### src/rtl/valrdy_deserializer.sv
// Receive side of a serialized val/rdy link: gathers NBEATS narrow beats into one wide message.
// Optional macro VALRDY_DESER_OVERLAP_EN lets the first beat of the next message land while the current one leaves.
module valrdy_deserializer #(
    parameter int width  = 32,
    parameter int NBEATS = 4
) (
    input  logic                      CLK,
    input  logic                      reset_n,
    input  logic                      snd_val,
    output logic                      snd_rdy,
    input  logic [width-1:0]          snd_msg,
    output logic                      rcv_val,
    input  logic                      rcv_rdy,
    output logic [width*NBEATS-1:0]   rcv_msg
);

    localparam int               CNT_W    = (NBEATS > 1) ? $clog2(NBEATS) : 1;
    localparam logic [CNT_W-1:0] LAST_IDX = CNT_W'(NBEATS - 1);

    typedef enum logic {
        RECV = 1'b0,
        SEND = 1'b1
    } state_t;

    state_t           state;
    state_t           state_nxt;
    logic [CNT_W-1:0] cnt;
    logic [CNT_W-1:0] cnt_nxt;
    logic             wr_en;
    logic [CNT_W-1:0] wr_idx;
    logic             beat_xfer;
    logic             msg_xfer;
    logic [width-1:0] slot [NBEATS];

    assign rcv_val   = (state == SEND);
    assign beat_xfer = snd_val & snd_rdy;
    assign msg_xfer  = rcv_val & rcv_rdy;

    // reset_n gates snd_rdy directly so no beat can be taken while reset is held
    always_comb begin
        snd_rdy = 1'b0;
        if (reset_n) begin
            case (state)
                RECV:    snd_rdy = 1'b1;
`ifdef VALRDY_DESER_OVERLAP_EN
                SEND:    snd_rdy = rcv_rdy;
`endif
                default: snd_rdy = 1'b0;
            endcase
        end
    end

    always_comb begin
        state_nxt = state;
        cnt_nxt   = cnt;
        wr_en     = 1'b0;
        wr_idx    = cnt;
        case (state)
            RECV: begin
                if (beat_xfer) begin
                    wr_en  = 1'b1;
                    wr_idx = cnt;
                    if (cnt == LAST_IDX) begin
                        cnt_nxt   = '0;
                        state_nxt = SEND;
                    end else begin
                        cnt_nxt = cnt + CNT_W'(1);
                    end
                end
            end
            SEND: begin
                if (msg_xfer) begin
                    state_nxt = RECV;
                    cnt_nxt   = '0;
`ifdef VALRDY_DESER_OVERLAP_EN
                    // a beat arriving with the departing message starts the next one at slot 0
                    if (beat_xfer) begin
                        wr_en  = 1'b1;
                        wr_idx = '0;
                        if (NBEATS > 1) begin
                            cnt_nxt = CNT_W'(1);
                        end else begin
                            state_nxt = SEND;
                        end
                    end
`endif
                end
            end
            default: begin
                state_nxt = RECV;
                cnt_nxt   = '0;
            end
        endcase
    end

    always_ff @(posedge CLK or negedge reset_n) begin
        if (!reset_n) begin
            state <= RECV;
            cnt   <= '0;
        end else begin
            state <= state_nxt;
            cnt   <= cnt_nxt;
        end
    end

    // first beat received sits in the least significant slot
    for (genvar g = 0; g < NBEATS; g++) begin : g_slot
        always_ff @(posedge CLK or negedge reset_n) begin
            if (!reset_n) begin
                slot[g] <= '0;
            end else if (wr_en && (wr_idx == CNT_W'(g))) begin
                slot[g] <= snd_msg;
            end
        end
        assign rcv_msg[g*width +: width] = slot[g];
    end

endmodule

### config.mk
export PLATFORM = sky130hd
export DESIGN_NAME = valrdy_deserializer
export DESIGN_NICKNAME = d
export VERILOG_FILES = /design/src/rtl/valrdy_deserializer.sv
export SDC_FILE = /design/constraint.sdc
export NUM_CORES = 1
export LEC_CHECK = 0
export BUFFER_PORTS_ARGS = -buffer_cell sky130_fd_sc_hd__buf_2
export CAP_MARGIN = 20
export CORE_ASPECT_RATIO = 0.9
export CORE_MARGIN = 5
export CORE_UTILIZATION = 40
export CTS_BUF_LIST = sky130_fd_sc_hd__clkbuf_8 sky130_fd_sc_hd__clkbuf_16
export CTS_CLUSTER_DIAMETER = 150
export DETAILED_ROUTE_END_ITERATION = 12
export PLACE_DENSITY = 0.66
export SYNTH_ARGS = -nofsm -noshare
export SYNTH_HDL_FRONTEND = slang
export SYNTH_SLANG_ARGS = --single-unit
export TNS_END_PERCENT = 5
### constraint.sdc
create_clock -name CLK -period 2.4 [get_ports CLK]
set_input_delay 0.12 -clock CLK [delete_from_list [all_inputs] [get_ports CLK]]
set_output_delay 0.12 -clock CLK [all_outputs]
set_load 0.02 [all_outputs]
### Yosys cells after proc, flatten, opt, wreduce, memory -nomap -nowiden

Index checks and enable logic that the tools add are counted.

| word-level totals | value |
|---|---|
| bits in registers | 131 |
| input bits | 36 |
| output and inout bits | 130 |
| logic and storage cells | 33 |

| operators by class | value |
|---|---|
| $add $sub $neg | 1 |
| eq/ne operators | 5 |
| muxes and demuxes | 12 |
| bitwise logic cells | 3 |
| reduce and logical (&&, ||, !) cells | 6 |

Operators by type and width:

| kind | number |
|---|---|
| 1-bit two-way mux | 7 |
| 2-bit two-way mux | 3 |
| 2-bit == test (second input constant) | 2 |
| 1-bit logical AND | 4 |
| 2-bit case mux with 2 select lines | 1 |
| 2-bit by 1-bit adder with 2-bit output (second input constant) | 1 |
| 1-bit bitwise AND | 2 |
| 2-bit by 1-bit == test with 1-bit output (second input constant) | 1 |
| 2-bit zero test | 1 |
| 2-bit by 1-bit != test with 1-bit output (second input constant) | 1 |
| 2-bit != test (second input constant) | 1 |
| 1-bit case mux with 2 select lines | 1 |
| 2-bit AND reduction | 1 |
| 1-bit inverter | 1 |

### Logic depth before layout (Yosys ltp)

| logic depth | value |
|---|---|
| word-level depth | 6 |
| depth in mapped cells | 5 |
| gate-level depth less buffers | 4 |

### Worst setup path after synthesis

No wires, ideal clock.

| timing path | value |
|---|---|
| path kind | flip-flop to flip-flop |
| from | register state (netlist: rcv_val) |
| to | register slot, in the netlist rcv_msg[100] |
| library setup time | 0.125 ns |
| data arrival time | 1.393 ns |
| setup slack | 0.882 ns |
| stages on the path, launching flop included | 5 |
| buffers on the path | 1 |
| period minus slack after synthesis | 1.518 ns |
| cells stage by stage | dfrtp_1 -> and3b_2 -> nand2_4 -> clkbuf_8 -> mux2_2 |

| on the way | value |
|---|---|
| longest elaborated chain between the ends | 6 |

Ends and longest elaborated chain:

| what | line | text |
|---|---|---|
| start, declared | 25 | `state_t state;` |
| start signal, assigned | 101 | `state <= state_nxt;` |
| 1-bit two-way mux | 43 | `case (state)` |
| 1-bit two-way mux | 42 | `if (reset_n) begin` |
| 1-bit bitwise AND | 36 | `assign beat_xfer = snd_val & snd_rdy;` |
| 1-bit two-way mux | 60 | `if (beat_xfer) begin` |
| 1-bit two-way mux (*) | 58 | `case (state)` |
| 1-bit logical AND (*) | 111 | `end else if (wr_en && (wr_idx == CNT_W'(g))) begin` |
| end signal, assigned by index | 112 | `slot[g] <= snd_msg;` |
| end, declared | 33 | `logic [width-1:0] slot [NBEATS];` |

Every way passes the cells marked *; elsewhere a longest branch is shown, timed or not.
A chain may end at the register's enable or synchronous reset.

### Final worst setup path

| timing path | value |
|---|---|
| from | register cnt[0] |
| to | register slot, in the netlist rcv_msg[7] |

| on the way | value |
|---|---|
| longest elaborated chain between the ends | 2 |

Ends and longest elaborated chain:

| what | line | text |
|---|---|---|
| start, declared | 27 | `logic [CNT_W-1:0] cnt;` |
| start signal, assigned | 102 | `cnt <= cnt_nxt;` |
| 2-bit zero test | 111 |  |
| 1-bit logical AND | 111 |  |

Every way passes these cells.

==> flow_summary.toml <==
[layout]
areaGrowthSynthToFinish_pct = 36.8
diodes = 0
drive_above_1_share_pct = 62.6
nets = 541
fillers = 1004

[synth]
synth_area_per_cell_um2 = 17.1
yosys.area.top_type_share_pct = 65.2
async_reset_ff_share_pct = 100
yosys_warnings = 0
ys_top_cells_by_area = "dfrtp_1 (65%), mux2_2 (27%), buf_6 (1.3%), ha_1 (1.0%), mux2_1 (0.90%)"
synth_top_area_cell = "dfrtp_1"
synth_nets = 333
synth_seq_cells = 131
synth_cells = 293
synthTopCellsByCount = "dfrtp_1 (131), mux2_2 (122), buf_6 (6)"
synthFlopType = "dfrtp_1"
yosysMostFrequentCell = "dfrtp_1"
synth_area_um2 = 5020
ys_seq_area_share_pct = 65.2
synthDistinctLibCells = 19
synth-edff-count = 0

[placement]
place.gp.congestion = 0.805
io_buffers = 165
dp_hpwl_um = 7380

[global_route]
grt_pass1_wl_um = 18400
grt_pass1_vias = 3492
grt_start_max_net_pins = 125
grt.overflow.total = 0
antenna_found_initial = 0
grtUsageTotal_pct = 16.2

[floorplan]
fp.dieH_um = 116
core_area_um2 = 12200
pin_count = 166
rows = 38
die_area_um2 = 14900
fp.dieW_um = 128
start_util_pct = 41.3

[clock_network]
cts-root-buf = "clkbuf_16"
path_clk_slew_ns = 0.05
cts_buffer_depth = 2
htree_num_levels = 4
clkLatencyLatePin_ns = 0.40
postCtsHoldBufs = 34
numCtsBuffers = 17
cts_resized = 0
cts_tree = "done"
clock-sinks = 131
post_cts_buffers = 0

[power]
vdd_drop_max_mv = 0.754
p_leak_nw = 3.42
powerDensity_nw_per_um2 = 1520

[route]
routed_wl_um = 11400
vias = 3178
first_pass_iters = 4
drtIter0Drc = 99
wl_per_cell_um = 16.8
drc = 0
ant_nets = 0
viasPerCell = 4.72

[timing]
max_freq_mhz = 595
finalCritPeriodShare_pct = 70.0
whs_ns = 0.0985
slew_headroom_pct = 53.8
skew_ns = 0.00542
tightestPinTransition_ns = 0.693
finalHoldViolations = 0
slew_violations = 0
setup_viol = 0
rsz0062_at_grt = "false"
min_period_ns = 1.68
tns_ns = 0

[critical_path]
path_class = "reg2reg"
crit_path_max_fanout = 32
cp-end-kind = "flop"
path_buf_inv = 1
crit_required_ns = 2.68
max_stage_delay_ns = 0.43
critPathLaunchType = "flop"
worst_path_max_delay_cell = "dfrtp_1"
arrival_ns = 1.96
cp_top_family = "flip-flops"
path_cells = "inv_1 -> ha_1 -> nand2_4 -> mux2_2"

[run]
drv_cap = 0

[hold_path]
min-delay-path-class = "in2async"

[status]
run_status = "complete, no violations"
## area by class of cell
cell class | count | area, um2 | area share [%]
clock inverter | 10 | 67.6 | 0.983
tap | 160 | 200 | 2.91
timing repair buffer | 201 | 1210 | 17.6
sequential | 131 | 3280 | 47.7
inverter | 3 | 11.3 | 0.164
multi-input combinational | 147 | 1610 | 23.5
clock buffer | 22 | 494 | 7.19
## cell families after synthesis
kind of cell | Yosys count | share of synthesized area (%)
simple gates | 10 | 1.52
compound gates | 3 | 0.324
buf+inv | 15 | 2.69
mux | 130 | 29.2
flops | 131 | 65.2
fa+ha+maj | 4 | 0.996
## power by group
part	switching (mW)	internal [mW]	leakage, nW	total, mW
logic	2.41	1.75	1.54	4.16
registers	0.556	3.32	1.58	3.88
clock network	0.864	1.53	0.303	2.40
total	3.83	6.60	3.42	10.4
## through the flow
stage | cells | utilization (%) | instance area [um2] | setup WS [ns] | power [mW]
global placement | 608 | 49.0 | 5970 | 0.739 | 7.98
floorplan | 293 | - | 5020 | 0.882 | 6.53
detailed placement | 608 | 49.0 | 5970 | 0.701 | 8.09
CTS | 674 | 56.5 | 6870 | 0.708 | 10.6
global route | 674 | 56.5 | 6870 | 0.621 | 11.1
finish | 674 | 56.5 | 6870 | 0.720 | 10.4
## state kept, by name, summed over array words and instances, names as in the netlist
register,cells
rcv_val,1
rcv_msg,128
cnt,2
## worst reg2reg max path, delay by kind of cell (launching register included)
family                   cells  cell delay (ns)
flip-flops                   1             0.43
AND/OR/NAND/NOR              1             0.41
multiplexers                 1             0.41
adder cells (fa/ha/maj)      1             0.23
buffers and inverters        1             0.09
## layer usage
metal | global-route usage, % | vias to the layer above | wire [um]
li1 | - | 1459 | -
met1 | 20.0 | 1594 | 4800
met2 | 25.2 | 113 | 5410
met3 | 7.36 | 12 | 1020
met4 | 6.44 | 0 | 128
met5 | 0 | - | 0
## worst paths after layout
check,start,to,slack [ns],cells past startpoint
max in group asynchronous,reset_n,rcv_msg[10],1.39,3
hold reg to reg,rcv_msg[37],rcv_msg[37],0.49,1
setup / recovery,cnt[0],rcv_msg[7],0.72,4
hold / removal,reset_n,rcv_msg[101],0.1,2
min in group CLK,snd_val,cnt[0],0.21,4
setup reg to reg,cnt[0],rcv_msg[7],0.72,4
## cells in the final DEF (no fill, tap or decap), drive strengths merged
master / instances
and3b: 1
o21ai: 2
o22ai: 1
bufinv: 1
mux2: 128
inv: 9
mux2i: 2
clkinv: 3
nor2: 1
and2b: 1
ha: 4
buf: 167
nand4: 1
or3: 1
dlygate4sd3: 34
nand2: 5
dfrtp: 131
clkbuf: 22
(Power assumes the default switching activity.)
